File: src/rtl/subleq_run_ctrl.sv
// ---------------------------------------------------------------------------
// subleq_run_ctrl
//
// Run / single-step / breakpoint sequencer for the subleq32 core. It owns the
// core clock-enable, so the core only advances on cycles where oEnable is
// high. It watches the core IP and phase counter to find instruction
// boundaries (phase 0), retirements (phase LAST_PHASE), IP breakpoints and
// the subleq "jump to self" halt idiom.
//
// Ports
//   iClock       system clock, shared with cpu32
//   iReset       asynchronous reset, active-high
//   iRunCmd      pulse: start free-running
//   iStepCmd     pulse: execute exactly one instruction
//   iStopCmd     pulse: stop at the next instruction boundary
//   iBreakEn     breakpoint enable (level)
//   iBreakAddr   breakpoint instruction address
//   iIP          core instruction pointer
//   iPhase       core phase counter
//   oEnable      core clock-enable (combinational)
//   oState       0 IDLE, 1 RUN, 2 STEP, 3 BREAK, 4 HALT
//   oInstrCount  retired instructions, saturating
//   oCycleCount  cycles with oEnable high, saturating
//
// state  | meaning
// -------+-----------------------------------------------------------------
// IDLE   | core stopped, waiting for run / step
// RUN    | core free-running
// STEP   | core executing a single instruction, back to IDLE on retire
// BREAK  | stopped at phase 0 of the breakpoint instruction
// HALT   | self-jump detected; sticky until reset
// ---------------------------------------------------------------------------
module subleq_run_ctrl #(
    parameter int IP_W       = 32,
    parameter int PH_W       = 3,
    parameter int LAST_PHASE = 4
) (
    input  logic            iClock,
    input  logic            iReset,
    input  logic            iRunCmd,
    input  logic            iStepCmd,
    input  logic            iStopCmd,
    input  logic            iBreakEn,
    input  logic [IP_W-1:0] iBreakAddr,
    input  logic [IP_W-1:0] iIP,
    input  logic [PH_W-1:0] iPhase,
    output logic            oEnable,
    output logic [2:0]      oState,
    output logic [31:0]     oInstrCount,
    output logic [31:0]     oCycleCount
);

    localparam logic [2:0] S_IDLE  = 3'd0;
    localparam logic [2:0] S_RUN   = 3'd1;
    localparam logic [2:0] S_STEP  = 3'd2;
    localparam logic [2:0] S_BREAK = 3'd3;
    localparam logic [2:0] S_HALT  = 3'd4;

    localparam logic [PH_W-1:0] LAST_PH = PH_W'(LAST_PHASE);

    logic [2:0]      state_q,     state_d;
    logic            stop_pend_q, stop_pend_d;
    logic            skip_bp_q,   skip_bp_d;
    logic [IP_W-1:0] last_ip_q,   last_ip_d;
    logic            have_last_q, have_last_d;
    logic [31:0]     instr_cnt_q, instr_cnt_d;
    logic [31:0]     cycle_cnt_q, cycle_cnt_d;

    logic phase0;
    logic bp_hit;
    logic loop_hit;
    logic active;
    logic stop_req;
    logic stop_now;
    logic retire;

    // ------------------------------------------------------------------
    // Boundary detection and clock-enable
    // ------------------------------------------------------------------
    assign phase0   = (iPhase == '0);
    assign bp_hit   = iBreakEn & phase0 & (iIP == iBreakAddr) & ~skip_bp_q;
    assign loop_hit = have_last_q & phase0 & (iIP == last_ip_q);
    assign active   = (state_q == S_RUN) | (state_q == S_STEP);
    assign stop_req = iStopCmd | stop_pend_q;

    // A stop seen while sitting on phase 0 means no instruction has started
    // yet, so the enable is withheld and the core never leaves the boundary.
    assign stop_now = active & stop_req & phase0;

    assign oEnable  = active & ~bp_hit & ~loop_hit & ~stop_now;
    assign retire   = oEnable & (iPhase == LAST_PH);

    // ------------------------------------------------------------------
    // Next-state logic
    // ------------------------------------------------------------------
    always_comb begin
        state_d     = state_q;
        stop_pend_d = stop_pend_q;
        skip_bp_d   = skip_bp_q;

        if (retire) begin
            skip_bp_d = 1'b0;
        end

        case (state_q)
            S_IDLE, S_BREAK: begin
                // Stop beats step beats run. Resuming sets skip_bp so the
                // instruction parked on the breakpoint can actually execute.
                if (iStopCmd) begin
                    state_d = S_IDLE;
                end else if (iStepCmd) begin
                    state_d   = S_STEP;
                    skip_bp_d = 1'b1;
                end else if (iRunCmd) begin
                    state_d   = S_RUN;
                    skip_bp_d = 1'b1;
                end
            end

            S_RUN: begin
                if (bp_hit) begin
                    state_d = S_BREAK;
                end else if (loop_hit) begin
                    state_d = S_HALT;
                end else if (stop_req && (retire || phase0)) begin
                    // A retiring instruction still counts; the stop lands
                    // on the boundary right after it.
                    state_d = S_IDLE;
                end else if (iStopCmd) begin
                    stop_pend_d = 1'b1;
                end
            end

            S_STEP: begin
                if (bp_hit) begin
                    state_d = S_BREAK;
                end else if (loop_hit) begin
                    state_d = S_HALT;
                end else if (retire) begin
                    state_d = S_IDLE;
                end else if (stop_req && phase0) begin
                    state_d = S_IDLE;
                end else if (iStopCmd) begin
                    stop_pend_d = 1'b1;
                end
            end

            S_HALT: begin
                state_d = S_HALT;
            end

            default: begin
                state_d = S_IDLE;
            end
        endcase

        if ((state_d == S_IDLE) || (state_d == S_BREAK) || (state_d == S_HALT)) begin
            stop_pend_d = 1'b0;
        end
    end

    // ------------------------------------------------------------------
    // Loop tracker and counters
    // ------------------------------------------------------------------
    always_comb begin
        last_ip_d   = last_ip_q;
        have_last_d = have_last_q;
        instr_cnt_d = instr_cnt_q;
        cycle_cnt_d = cycle_cnt_q;

        // Remember the IP of each instruction as it starts; seeing the same
        // IP at the next boundary means the core jumped to itself.
        if (oEnable && phase0) begin
            last_ip_d   = iIP;
            have_last_d = 1'b1;
        end

        if (retire && (instr_cnt_q != 32'hFFFF_FFFF)) begin
            instr_cnt_d = instr_cnt_q + 32'd1;
        end

        if (oEnable && (cycle_cnt_q != 32'hFFFF_FFFF)) begin
            cycle_cnt_d = cycle_cnt_q + 32'd1;
        end
    end

    // ------------------------------------------------------------------
    // Registers
    // ------------------------------------------------------------------
    always_ff @(posedge iClock or posedge iReset) begin
        if (iReset) begin
            state_q     <= S_IDLE;
            stop_pend_q <= 1'b0;
            skip_bp_q   <= 1'b0;
            last_ip_q   <= '0;
            have_last_q <= 1'b0;
            instr_cnt_q <= '0;
            cycle_cnt_q <= '0;
        end else begin
            state_q     <= state_d;
            stop_pend_q <= stop_pend_d;
            skip_bp_q   <= skip_bp_d;
            last_ip_q   <= last_ip_d;
            have_last_q <= have_last_d;
            instr_cnt_q <= instr_cnt_d;
            cycle_cnt_q <= cycle_cnt_d;
        end
    end

    assign oState      = state_q;
    assign oInstrCount = instr_cnt_q;
    assign oCycleCount = cycle_cnt_q;

endmodule

File: config.mk
export PLATFORM = sky130hd
export DESIGN_NAME = subleq_run_ctrl
export DESIGN_NICKNAME = d
export VERILOG_FILES = /design/src/rtl/subleq_run_ctrl.sv
export SDC_FILE = /design/constraint.sdc
export NUM_CORES = 1
export LEC_CHECK = 0
export CORE_AREA = 2 2 138 140
export CTS_CLUSTER_SIZE = 8
export DETAILED_ROUTE_END_ITERATION = 16
export DIE_AREA = 0 0 140 142
export PLACE_DENSITY = 0.64
export SLEW_MARGIN = 20
export SYNTH_ARGS = -nofsm -noshare
export SYNTH_HDL_FRONTEND = slang
export SYNTH_SLANG_ARGS = --single-unit
export TNS_END_PERCENT = 100
File: constraint.sdc
create_clock -name iClock -period 4.4 [get_ports iClock]
set_input_delay 0.88 -clock iClock [delete_from_list [all_inputs] [get_ports iClock]]
set_output_delay 0.88 -clock iClock [all_outputs]
set_load 0.01 [all_outputs]
==> run metrics <==
number of synthesized register bits a little over 100; die area ~20000 µm²; clk sinks ~100; status finished with violations; mux contribution to synthesized area 0.0861; initial antenna violation count 0; gr usage total 0.140; largest net degree at the start of global routing slightly above 60; Seq. cell area ~2600 µm²; PostCTS Resize Cnt 0; Ports 141; drt wl/cell 15.5 µm; slew margin rel. 0.310; worst reg2reg startpoint last_ip_q[5]; GP Congestion 0.795; Mapped Cells between 400 and 500; Post-route DRC 10; Critical Path AT around 3.2 ns; Hold Vio Cnt, Final 0; Max Cap Violations 0; H-Tree Depth 3; fraction of layout cells with a size suffix above 1 0.113; Required @ worst endpoint between 3 and 4 ns; worst r2r path cells 8; hold-critical path depth 1; failing checks design-rule violations; syn avg cell area 11.3 µm²; skew final around 0.0084 ns; Worst setup SP type input pin; initial drt markers ~180; complex-gate fraction of the synthesized area 0.0209; R2R setup slack ~1.7 ns; Vias 4028; Overflow after GRT 0; Leak Pwr just under 3 nW; Post-Syn Nets about 550; row cnt 50; RSZ-0062 raised after global routing false; setup violators final 0; VDD IR-drop max approximately 0.00021 V; area occupied by multi-input gates 2730 µm²; WL final between 10000 and 15000 µm; number of global-route vias before repair 4300; synth unique cells 46; post-synthesis adder-cell area fraction 0.00464; DR vias/cell 4.68; Slew @ Worst Pin 1.03 ns; PortBufs 140; main combinational cell family by area after synthesis XOR/XNOR gates; Setup Total Neg Slack 0 ns; CTS tree built; clk slew on worst S/H paths 0.06 ns; global-route wire length before repair about 22000 µm; Post-Synth Simple-Gate Area 0.189; TritonRoute pass-1 iters 12; Hold Startpoint have_last_q; WS Path Type input pin to primary output; fin nets approximately 700; clock root buffer master clkbuf_16; Die Span Y approximately 140 µm; Pwr Total approximately 3.2 mW; Max Clk Rate ~0.25 GHz; core region area around 18000 µm²; period utilization 0.916; Hold Path Class register to register; area of the mapped netlist between 5000 and 6000 µm²; sequential-to-total area share from yosys stat 0.474; Num CTS Buffers 9; XOR/XNOR Fraction of Synth Area 0.205; Initial Util 0.292; CP Max Fanout 5; fillcell total between 1500 and 2000; worst skew pair latency 0.35 ns; HPWL Detailed 10000 µm; hold_buf cts 0; Final Max Tran Viols 0; fin crit period 4.03 ns; Post-CTS Setup Repair Bufs 0; Hold Path End have_last_q; P per Cell Area about 440 nW/µm²; ANT cells 0; Die Width ~140 µm; Crit Reg-Reg Endpoint last_ip_q[10]; final antenna-violating net count 0; clk buf depth 2; CP endpoint kind primary output; YS warnings 0; Layout Area Growth over Synthesis 36.3%
registers in the layout, summed over array words and instances, names as in the netlist:
| name | flops |
|---|---|
| have_last_q | 1 |
| last_ip_q | 32 |
| oCycleCount | 32 |
| oInstrCount | 32 |
| oState | 3 |
| skip_bp_q | 1 |
| stop_pend_q | 1 |
power by group:
part | switching, mW | internal [mW] | total [mW]
registers | 0.200 | 1.15 | 1.35
logic | 0.443 | 0.605 | 1.05
clock network | 0.370 | 0.445 | 0.814
cell type report:
type | count | share of cell area
multi-input combinational | 356 | 0.371
sequential | 102 | 0.348
timing repair buffer | 143 | 0.196
tap | 234 | 0.0399
clock buffer | 9 | 0.0307
clock inverter | 7 | 0.00988
inverter | 9 | 0.00494
layer usage:
layer,global-route usage,share of wire,vias up
met5,0,0,-
met4,0.0473,0.015,0
met3,0.0289,0.042,15
met2,0.235,0.48,100
met1,0.181,0.46,1977
li1,-,-,1936
cells by family after synthesis:
group,after synthesis
AO/OA/AOI/OAI,17
flip-flops,102
XOR/XNOR,126
adder cells (fa/ha/maj),2
multiplexers,32
buffers and inverters,18
AND/OR/NAND/NOR,179
critical path, stage by stage:
cell and delay [ns]:
clkdlybuf4s50_1 0.44, nor3_2 0.40, nand3_1 0.11, nor4_1 0.28
nand4_1 0.23, nand2_1 0.21, nor2_2 0.07, clkdlybuf4s50_1 0.52
synthesized netlist by cell type (all sizes together):
cell | instances | area [µm²]
and2 | 8 | 50.1
nor3b | 2 | 15.0
buf | 8 | 71.3
xnor2 | 108 | 946
nor4bb | 1 | 10.0
or2 | 3 | 18.8
a311o | 1 | 10.0
nand3b | 3 | 22.5
or4b | 1 | 10.0
and3 | 11 | 88.8
a311oi | 1 | 15.0
nor4b | 1 | 8.76
inv | 9 | 33.8
o22ai | 1 | 6.26
a21oi | 6 | 33.8
nand2 | 39 | 156
a211oi | 1 | 7.51
nor2b | 2 | 12.5
and4 | 5 | 48.8
o21ai | 6 | 30.0
nor2 | 21 | 81.3
nand2b | 4 | 27.5
ha | 2 | 25.0
nand4 | 34 | 213
o32a | 1 | 10.0
clkbuf | 1 | 5.00
dfrtp | 102 | 2550
mux2 | 31 | 454
nor4 | 8 | 56.3
nor3 | 12 | 81.3
nand3 | 24 | 120
mux2i | 1 | 10.0
xor2 | 18 | 158
worst max-delay path by stage:
stage | startpoint | endpoint | cells past startpoint
5_1_grt | iIP[10] | oEnable | 8
6_report | iPhase[1] | oEnable | 8
3_5_place_dp | iIP[10] | oEnable | 8
3_3_place_gp | iIP[18] | oEnable | 8
4_1_cts | iIP[10] | oEnable | 8
2_1_floorplan | iReset | have_last_q | 1
stage by stage:
stage          hold slack [ns]  std cells  setup slack (ns)  utilization  area (µm²)
2_1_floorplan            0.439        476             0.845            -        5390
3_3_place_gp             0.456        844             0.370        0.382        7050
3_5_place_dp             0.452        844             0.334        0.382        7050
4_1_cts                  0.469        860             0.312        0.398        7340
5_1_grt                  0.507        860             0.139        0.398        7340
6_report                 0.467        860             0.371        0.398        7340
layout by cell type, fill, tap and decap left out, types with 2 or more instances in the layout:
master,n
clkbuf_16,9
a21oi_1,5
and2_1,7
nand3b_1,3
ha_1,2
inv_1,8
nor3b_1,2
dfrtp_1,102
nor2_1,20
and4_4,2
and3_4,4
nand2b_1,3
mux2_2,3
nor2b_1,2
or2_2,2
clkinv_2,3
nor3_2,2
nand2_1,37
xor2_1,18
nor4_1,7
mux2_4,28
and4_1,3
buf_4,2
nor3_1,9
nand3_1,24
nand4_1,34
and3_1,7
o21ai_0,6
clkdlybuf4s50_1,140
xnor2_1,108
Note: power is estimated with default switching activity, not from simulation.
